--- config.mk ---
export PLATFORM = sky130hd
export DESIGN_NAME = divider_pipe_ctrl
export DESIGN_NICKNAME = d
export VERILOG_FILES = /design/src/rtl/common_types_pkg.sv /design/src/rtl/divider_pipe_ctrl_div_step.sv /design/src/rtl/divider_pipe_ctrl.sv
export SDC_FILE = /design/constraint.sdc
export NUM_CORES = 1
export LEC_CHECK = 0
export BUFFER_PORTS_ARGS = -buffer_cell sky130_fd_sc_hd__buf_2
export CAP_MARGIN = 30
export CORE_ASPECT_RATIO = 1.25
export CORE_MARGIN = 2
export CORE_UTILIZATION = 40
export DETAILED_ROUTE_END_ITERATION = 8
export PLACE_DENSITY = 0.72
export SYNTH_ARGS = -nofsm -noshare
export SYNTH_HDL_FRONTEND = slang
export SYNTH_SLANG_ARGS = --single-unit
--- constraint.sdc ---
create_clock -name clk -period 3.3 [get_ports clk]
set_clock_uncertainty 0.1 [all_clocks]
set_input_delay 0.165 -clock clk [delete_from_list [all_inputs] [get_ports clk]]
set_output_delay 0.165 -clock clk [all_outputs]
set_load 0.02 [all_outputs]
--- src/rtl/common_types_pkg.sv ---
`default_nettype none
// ============================================================================
//  Module      : common_types_pkg
//  Description : Shared type definitions for the iterative divider controller.
//  Revision    : 1.0  - initial release
// ============================================================================
package common_types_pkg;

    // Controller states: accept, iterate, sign correction, hold result
    typedef enum logic [1:0] {
        IDLE   = 2'd0,
        DIVIDE = 2'd1,
        FIXUP  = 2'd2,
        DONE   = 2'd3
    } divider_pipe_state_t;

endpackage
`default_nettype wire

--- src/rtl/divider_pipe_ctrl_div_step.sv ---
`default_nettype none
// ============================================================================
//  Module      : div_step
//  Description : One radix-2 restoring division step (combinational).
//                Shifts the next dividend bit into the partial remainder,
//                trial-subtracts the divisor and retires one quotient bit
//                into the low end of the dividend shift register.
//  Revision    : 1.0  - initial release
// ============================================================================
module div_step #(
    parameter int WIDTH = 32
) (
    input  logic [WIDTH-1:0] rem_i,   // partial remainder, always < div_i
    input  logic [WIDTH-1:0] dvd_i,   // dividend bits (MSB next) / quotient bits
    input  logic [WIDTH-1:0] div_i,   // divisor magnitude
    output logic [WIDTH-1:0] rem_o,
    output logic [WIDTH-1:0] dvd_o
);

    logic [WIDTH:0] shift_rem;
    logic [WIDTH:0] trial;
    logic           q_bit;

    // Trial subtraction; a clear borrow bit means the divisor fits
    always_comb begin
        shift_rem = {rem_i, dvd_i[WIDTH-1]};
        trial     = shift_rem - {1'b0, div_i};
        q_bit     = ~trial[WIDTH];
        // Because rem_i < div_i, the restored or reduced remainder fits WIDTH bits
        rem_o     = q_bit ? trial[WIDTH-1:0] : shift_rem[WIDTH-1:0];
        dvd_o     = {dvd_i[WIDTH-2:0], q_bit};
    end

endmodule
`default_nettype wire

--- src/rtl/divider_pipe_ctrl.sv ---
`default_nettype none
// ============================================================================
//  Module      : divider_pipe_ctrl
//  Description : Iterative signed/unsigned restoring divider with a
//                valid/ready request side, valid/ready result side and a
//                flush that abandons the operation in flight. Retires UNROLL
//                quotient bits per cycle using a chain of div_step stages.
//  Revision    : 1.0  - initial release
// ============================================================================
module divider_pipe_ctrl
    import common_types_pkg::*;
#(
    parameter int WIDTH  = 32,   // operand width, >= 8 and even
    parameter int UNROLL = 1     // quotient bits per cycle: 1, 2 or 4
) (
    input  logic             clk,
    input  logic             nrst,
    input  logic             in_valid,
    output logic             in_ready,
    input  logic [WIDTH-1:0] a,
    input  logic [WIDTH-1:0] b,
    input  logic             is_signed,
    input  logic             flush,
    output logic             out_valid,
    input  logic             out_ready,
    output logic [WIDTH-1:0] q,
    output logic [WIDTH-1:0] r,
    output logic             div_by_zero,
    output logic             overflow
);

    localparam int               STEPS    = WIDTH / UNROLL;
    localparam int               CNT_W    = $clog2(STEPS);
    localparam logic [CNT_W-1:0] CNT_LAST = CNT_W'(STEPS - 1);
    localparam logic [WIDTH-1:0] MOST_NEG = {1'b1, {(WIDTH-1){1'b0}}};
    localparam logic [WIDTH-1:0] ALL_ONES = {WIDTH{1'b1}};

    // ------------------------------------------------------------------
    // State and datapath registers
    // ------------------------------------------------------------------
    divider_pipe_state_t state_q;
    logic [CNT_W-1:0]    cnt_q;        // remaining DIVIDE cycles minus one
    logic [WIDTH-1:0]    rem_q;        // partial remainder
    logic [WIDTH-1:0]    dvd_q;        // dividend shifting out, quotient shifting in
    logic [WIDTH-1:0]    dsr_q;        // divisor magnitude
    logic                neg_quo_q;    // quotient needs negation
    logic                neg_rem_q;    // remainder needs negation
    logic [WIDTH-1:0]    q_q;
    logic [WIDTH-1:0]    r_q;
    logic                dbz_q;
    logic                ovf_q;
    logic                in_ready_q;
    logic                out_valid_q;

    // Next-state values of the iteration registers from the step chain
    logic [WIDTH-1:0]    rem_d;
    logic [WIDTH-1:0]    dvd_d;

    // Accept-time decode of the request operands
    logic                a_neg;
    logic                b_neg;
    logic [WIDTH-1:0]    a_mag;
    logic [WIDTH-1:0]    b_mag;
    logic                b_zero;
    logic                is_ovf;

    // Classify the request and form operand magnitudes before latching
    always_comb begin
        a_neg  = is_signed & a[WIDTH-1];
        b_neg  = is_signed & b[WIDTH-1];
        // The most-negative dividend negates to itself, which is the correct
        // unsigned magnitude 2^(WIDTH-1)
        a_mag  = a_neg ? -a : a;
        b_mag  = b_neg ? -b : b;
        b_zero = (b == '0);
        // Only the signed most-negative / -1 case overflows; unsigned
        // all-ones divisors are ordinary divisions
        is_ovf = is_signed && (a == MOST_NEG) && (b == ALL_ONES);
    end

    // ------------------------------------------------------------------
    // UNROLL restoring steps chained within a single cycle
    // ------------------------------------------------------------------
    for (genvar gi = 0; gi < UNROLL; gi++) begin : g_step
        logic [WIDTH-1:0] rem_in;
        logic [WIDTH-1:0] dvd_in;
        logic [WIDTH-1:0] rem_out;
        logic [WIDTH-1:0] dvd_out;

        if (gi == 0) begin : g_first
            assign rem_in = rem_q;
            assign dvd_in = dvd_q;
        end else begin : g_next
            assign rem_in = g_step[gi-1].rem_out;
            assign dvd_in = g_step[gi-1].dvd_out;
        end

        div_step #(
            .WIDTH (WIDTH)
        ) u_div_step (
            .rem_i (rem_in),
            .dvd_i (dvd_in),
            .div_i (dsr_q),
            .rem_o (rem_out),
            .dvd_o (dvd_out)
        );
    end

    assign rem_d = g_step[UNROLL-1].rem_out;
    assign dvd_d = g_step[UNROLL-1].dvd_out;

    // ------------------------------------------------------------------
    // Controller FSM with registered handshake and result outputs
    // ------------------------------------------------------------------
    // Sequence the operation and hold every visible output in a register
    always_ff @(posedge clk) begin
        if (!nrst) begin
            state_q     <= IDLE;
            cnt_q       <= '0;
            rem_q       <= '0;
            dvd_q       <= '0;
            dsr_q       <= '0;
            neg_quo_q   <= 1'b0;
            neg_rem_q   <= 1'b0;
            q_q         <= '0;
            r_q         <= '0;
            dbz_q       <= 1'b0;
            ovf_q       <= 1'b0;
            in_ready_q  <= 1'b1;
            out_valid_q <= 1'b0;
        end else begin
            case (state_q)
                IDLE: begin
                    if (in_valid) begin
                        neg_quo_q  <= a_neg ^ b_neg;
                        neg_rem_q  <= a_neg;
                        in_ready_q <= 1'b0;
                        if (b_zero) begin
                            // Divide by zero resolves immediately
                            q_q         <= ALL_ONES;
                            r_q         <= a;
                            dbz_q       <= 1'b1;
                            ovf_q       <= 1'b0;
                            out_valid_q <= 1'b1;
                            state_q     <= DONE;
                        end else if (is_ovf) begin
                            // Signed overflow resolves immediately
                            q_q         <= a;
                            r_q         <= '0;
                            dbz_q       <= 1'b0;
                            ovf_q       <= 1'b1;
                            out_valid_q <= 1'b1;
                            state_q     <= DONE;
                        end else begin
                            rem_q   <= '0;
                            dvd_q   <= a_mag;
                            dsr_q   <= b_mag;
                            cnt_q   <= CNT_LAST;
                            dbz_q   <= 1'b0;
                            ovf_q   <= 1'b0;
                            state_q <= DIVIDE;
                        end
                    end
                end

                DIVIDE: begin
                    if (flush) begin
                        in_ready_q <= 1'b1;
                        state_q    <= IDLE;
                    end else begin
                        rem_q <= rem_d;
                        dvd_q <= dvd_d;
                        if (cnt_q == '0) begin
                            state_q <= FIXUP;
                        end else begin
                            cnt_q <= cnt_q - CNT_W'(1);
                        end
                    end
                end

                FIXUP: begin
                    if (flush) begin
                        in_ready_q <= 1'b1;
                        state_q    <= IDLE;
                    end else begin
                        // Quotient sign follows the operand signs; the
                        // remainder takes the sign of the dividend
                        q_q         <= neg_quo_q ? -dvd_q : dvd_q;
                        r_q         <= neg_rem_q ? -rem_q : rem_q;
                        out_valid_q <= 1'b1;
                        state_q     <= DONE;
                    end
                end

                DONE: begin
                    // Leave through IDLE so no request is taken in the
                    // same cycle the result is consumed
                    if (out_ready) begin
                        out_valid_q <= 1'b0;
                        in_ready_q  <= 1'b1;
                        state_q     <= IDLE;
                    end
                end

                default: begin
                    out_valid_q <= 1'b0;
                    in_ready_q  <= 1'b1;
                    state_q     <= IDLE;
                end
            endcase
        end
    end

    assign in_ready    = in_ready_q;
    assign out_valid   = out_valid_q;
    assign q           = q_q;
    assign r           = r_q;
    assign div_by_zero = dbz_q;
    assign overflow    = ovf_q;

endmodule
`default_nettype wire

Yosys cells after proc, flatten, opt, wreduce, memory -nomap -nowiden
Cells that the tools add are included.
{ "classes": {"n_addsub": 6, "eq_ne": 15, "muxes": 52, "bitwise_logic": 6, "n_reduce_logical": 17} }
{ "ops": {"columns": ["operator", "n"], "rows": [
  ["$mux W32", 21],
  ["$pmux W32 S2", 4],
  ["$neg A32 Y32", 4],
  ["$eq A32 B32 Y1 const B", 2],
  ["$sub A33 B32 Y33", 1],
  ["$logic_not A32 Y1", 1],
  ["$mux W5", 5],
  ["$mux W2", 7],
  ["$ne A2 B2 Y1 const B", 7],
  ["$mux W1", 11],
  ["$pmux W5 S2", 1],
  ["$reduce_and A5 Y1", 2],
  ["$pmux W2 S4", 1],
  ["$reduce_and A4 Y1", 2],
  ["$ne A3 B3 Y1 const B", 2],
  ["$pmux W1 S3", 2],
  ["$reduce_and A3 Y1", 2],
  ["$reduce_and A6 Y1", 1],
  ["$logic_not A5 Y1", 1],
  ["$sub A5 B1 Y5 const B", 1],
  ["$eq A2 B2 Y1 const B", 2],
  ["$reduce_bool A2 Y1", 2],
  ["$not A1 Y1", 3],
  ["$reduce_bool A3 Y1", 1],
  ["8 further kinds", 10]
]} }
{ "totals": {"ff_bits": 173, "in_bits": 70, "output_inout_bits": 68, "word_cells": 109} }

Depth between registers and ports, before layout
{ "depth": {"depth_word": 7, "depth_mapped": 13, "depth_no_buf": 12} }

Cells and area by module
A second synthesis with hierarchy kept.
{ "hier_totals": {"hier_cells": 1657, "area_unflattened_um2": 13391.6} }
{ "modules_own_cells": {"columns": ["mod", "n_inst", "cells_per_inst", "area_per_inst_um2", "seq_area_each_um2"], "rows": [
  ["divider_pipe_ctrl", 1, 1319, 10785.3, 3463.3],
  ["div_step", 1, 338, 2606.2, 0.0]
]} }

Worst setup path before layout
No wires, ideal clock.
{ "synth_timing": {"path_type": "register to register", "startpoint": "register dvd_q[31]", "endpoint": "register rem_q[26], in the netlist g_step[0].rem_in[26]", "setup_time_ns": 0.122, "arrival_time_ns": 2.948, "required_time_ns": 3.078, "setup_slack_ns": 0.130, "path_stages_with_launch": 14, "n_path_buf": 1, "period_less_slack_ns": 3.170, "path_cell_list": "dfxtp_1 inv_1 ha_1 fa_1 nor2b_1 o31a_1 o21ai_1 a21o_1 nor3_1 a211oi_2 xnor2_1 buf_1 nor2_1 a221o_1"} }
{ "synth_via": {"elab_chain_cells": 4} }
{ "synth_rtl": {"columns": ["element", "line_no", "text"], "rows": [
  ["from (decl)", "divider_pipe_ctrl.sv:44", "logic [WIDTH-1:0] dvd_q;"],
  ["from (signal assigned)", "divider_pipe_ctrl.sv:156", "dvd_q <= a_mag;"],
  ["from (signal assigned)", "divider_pipe_ctrl.sv:172", "dvd_q <= dvd_d;"],
  ["$sub A33 B32 Y33", "divider_pipe_ctrl_div_step.sv:27", "trial = shift_rem - {1'b0, div_i};"],
  ["$mux W32", "divider_pipe_ctrl_div_step.sv:30", "rem_o = q_bit ? trial[WIDTH-1:0] : shift_rem[WIDTH-1:0];"],
  ["$mux W32", "divider_pipe_ctrl.sv:167", "if (flush) begin"],
  ["$pmux W32 S2", "divider_pipe_ctrl.sv:132", "case (state_q)"],
  ["to (signal assigned)", "divider_pipe_ctrl.sv:171", "rem_q <= rem_d;"],
  ["to (decl)", "divider_pipe_ctrl.sv:43", "logic [WIDTH-1:0] rem_q;"]
]} }
Every way passes these cells. The select of a mux whose other input is x is not followed.
A chain may end at the register's enable or synchronous reset.

Worst setup path in the final report
{ "layout_timing": {"startpoint": "register dsr_q[1]", "endpoint": "register rem_q[31], in the netlist g_step[0].rem_in[31]"} }
{ "layout_via": {"elab_chain_cells": 4} }
{ "layout_rtl": {"columns": ["element", "line_no", "text"], "rows": [
  ["from (decl)", "divider_pipe_ctrl.sv:45", "logic [WIDTH-1:0] dsr_q;"],
  ["from (signal assigned)", "divider_pipe_ctrl.sv:157", "dsr_q <= b_mag;"],
  ["$sub A33 B32 Y33", "divider_pipe_ctrl_div_step.sv:27", null],
  ["$mux W32", "divider_pipe_ctrl_div_step.sv:30", null],
  ["$mux W32", "divider_pipe_ctrl.sv:167", null],
  ["$pmux W32 S2", "divider_pipe_ctrl.sv:132", null]
]} }
Every way passes these cells. The select of a mux whose other input is x is not followed.

==> summary.txt <==
status: complete, no violations
vias: 11574
gr ovfl total: 0
Max rail drop VDD: 0.369 mV
LEAKAGE: 5.56 nW
mean post-synth cell area: 7.85 um^2
Total Routing Usage GR: 0.222
Pins Over Slew Limit: 0
initial antenna violation count: 1
top-area cell type share of the netlist area: 0.297
Slew HR: 0.422
placed cell count: 1986
Slowest-stage cell, CP: dfxtp_1
DRT iter0 DRCs: 967
DRT Wirelength: 34.1 mm
Sum Neg Setup Slack: 0 ns
largest net degree at the start of global routing: 58
fin cells: 2046
fmax: 311 MHz
initial core utilization: 0.408
Hold Fails Final Rpt: 0
CP top delay family: compound AO/OA/AOI/OAI gates
Reg clk slew, reported paths: 0.07 ns
clock tree root buffer cell: clkbuf_16
TritonCTS clock tree: built
crit path cell chain: inv_1 -> ha_1 -> nor2b_1 -> o31a_1 -> a41oi_1 -> o211ai_1 -> a31oi_1 -> buf_4 -> nor3_1 -> o22ai_1 -> o21a_1 -> o311a_1
Worst-Margin Slew: 0.866 ns
critical path peak fanout: 4
post-layout util: 0.490
Ys Warns: 0
Synth Cell Area: 11600 um^2
period utilization: 0.975
slowest stage delay, CP: 0.44 ns
Die ar.: 30500 um^2
final instance area: 14000 um^2
Commonest cells post-synth: nor2_1, dfxtp_1, nand2_1
Tot Pwr: 10.8 mW
fill count: 2784
HP Class: in2reg
DP Area: 13100 um^2
Worst-Skew Late Latency: 0.44 ns
Routed wire per std cell: 16.7 um
TritonRoute pass-1 iters: 7
CP Launch Type: flop
ANT nets after route: 0
Clock Path Buffers: 2
Synth area leaders: dfxtp_1, xnor2_1, nor2_1
synthesis-to-finish area growth: 20.2%
pre-CTS WS: -0.0121 ns
CORE AREA: 28600 um^2
residual DRC count: 0
Die H: 195 um
CTS buffer count: 17
share of layout cells above drive strength 1: 0.181
Primary FF master, synth: dfxtp_1
vias in the first global route: 10782
Crit. End Element: flop
Setup WS post-layout: 0.0827 ns
final worst hold slack: 0.0132 ns
Setup Viol. Count Final: 0
Die W: 157 um
Seq/Total Area, Yosys: 0.297
DR vias/cell: 5.66
most numerous cell in the Yosys netlist: nor2_1
Rows: 69
asr flop ratio synth: 0
first-pass GRT wire length: 54.9 mm
I/O pin count: 138
P per Cell Area: 774 nW/um^2
WP data required: 3.53 ns
DP HPWL: 26.2 mm
CTS H-tree depth: 4
CP Buf/Inv Count: 2
Seq cells post-synth: 173
CP Class: reg2reg
Max Cap Viol: 0
port buffer count: 137
Arr. time, crit path: 3.44 ns
layout net count: 1756
unrepaired setup endpoints after global routing: false
# clock sinks: 173
Post-Syn Nets: 1598
Post-synth EDFFs: 0
Mapped Cells: 1484
global placer's final weighted congestion: 0.941
Final min period: 3.22 ns
Yosys top cell by area: dfxtp_1
Netlist cell types: 80
-- worst register-to-register path, cell delays in order, from the launching register on --
cell	delay (ns)
dfxtp_1	0.44
inv_1	0.07
ha_1	0.27
nor2b_1	0.21
o31a_1	0.21
a41oi_1	0.18
o211ai_1	0.38
a31oi_1	0.22
buf_4	0.20
nor3_1	0.18
o22ai_1	0.12
o21a_1	0.18
o311a_1	0.33
-- layer usage --
layer	routed length (um)	up-vias	global-route usage
met4	1370	0	0.104
met3	2180	91	0.0392
li1	-	5705	-
met1	14600	5365	0.281
met5	0	-	0
met2	16000	413	0.367
-- kinds of logic (layout without fill, tap and decap cells) --
family | after synthesis | in the layout | synth area share
compound gates | 434 | 434 | 0.262
other cells | 0 | 1 | 0
xor+xnor | 149 | 149 | 0.112
mux | 19 | 19 | 0.0163
fa+ha+maj | 44 | 44 | 0.0479
simple gates | 516 | 516 | 0.212
flops | 173 | 173 | 0.297
buf+inv | 149 | 320 | 0.0518
-- registers in the layout (all words and copies together) (netlist names) --
name / cells
cnt_q: 5
div_by_zero: 1
dsr_q: 32
dvd_q: 32
g_step.rem_in: 32
in_ready: 1
neg_quo_q: 1
neg_rem_q: 1
out_valid: 1
overflow: 1
q: 32
r: 32
state_q: 2
-- cell usage in the layout (no fill, tap or decap), types with 12 or more instances in the layout --
cell / count
a211oi_1: 45
a21oi_1: 91
a221oi_1: 22
a32oi_1: 12
buf_2: 137
buf_4: 65
clkbuf_16: 17
dfxtp_1: 170
dlygate4sd3_1: 25
ha_1: 42
inv_1: 54
mux2i_1: 19
nand2_1: 141
nand2b_1: 15
nand3_1: 21
nor2_1: 179
nor3_1: 48
o211ai_1: 17
o21ai_0: 76
o21ai_1: 27
o221ai_1: 13
o31ai_1: 25
o41ai_1: 19
xnor2_1: 77
xor2_1: 71
-- repair_timing --
item	CTS	global route
pin swaps	0	3
endpoints found under the hold margin	24	0
setup endpoints to repair	5	70
gates resized for setup	2	9
setup buffers	0	2
hold buffers	25	0
-- layout make-up --
cell class	instances	area, um^2	area share
multi-input combinational	1162	7670	0.548
sequential	173	3470	0.248
timing repair buffer	233	1540	0.110
clock buffer	22	494	0.0353
tap	390	488	0.0349
inverter	55	208	0.0148
clock inverter	10	126	0.00903
antenna	1	2.50	0.000179
-- path summary, 6_finish.rpt --
check                                           start                                 to  slack, ns  depth (start not counted)
worst max-delay path            dsr_q[1]$_SDFFE_PN0P_  g_step[0].rem_in[31]$_SDFFE_PN0P_       0.08                         12
worst min-delay path                            a[25]                 r[25]$_SDFFE_PN0P_       0.01                          3
worst max register to register  dsr_q[1]$_SDFFE_PN0P_  g_step[0].rem_in[31]$_SDFFE_PN0P_       0.08                         12
worst min register to register      q[2]$_SDFFE_PN0P_                  q[2]$_SDFFE_PN0P_       0.35                          2
-- report_power, final --
| part | internal [mW] | total [mW] | switching (mW) | leakage, nW |
|---|---|---|---|---|
| Sequential | 2.73 | 3.26 | 0.528 | 1.42 |
| Combinational | 2.09 | 5.44 | 3.35 | 3.84 |
| Clock | 1.23 | 2.12 | 0.895 | 0.296 |
| Total | 6.06 | 10.8 | 4.77 | 5.56 |
No activity file was read; power rests on OpenSTA's default activity.
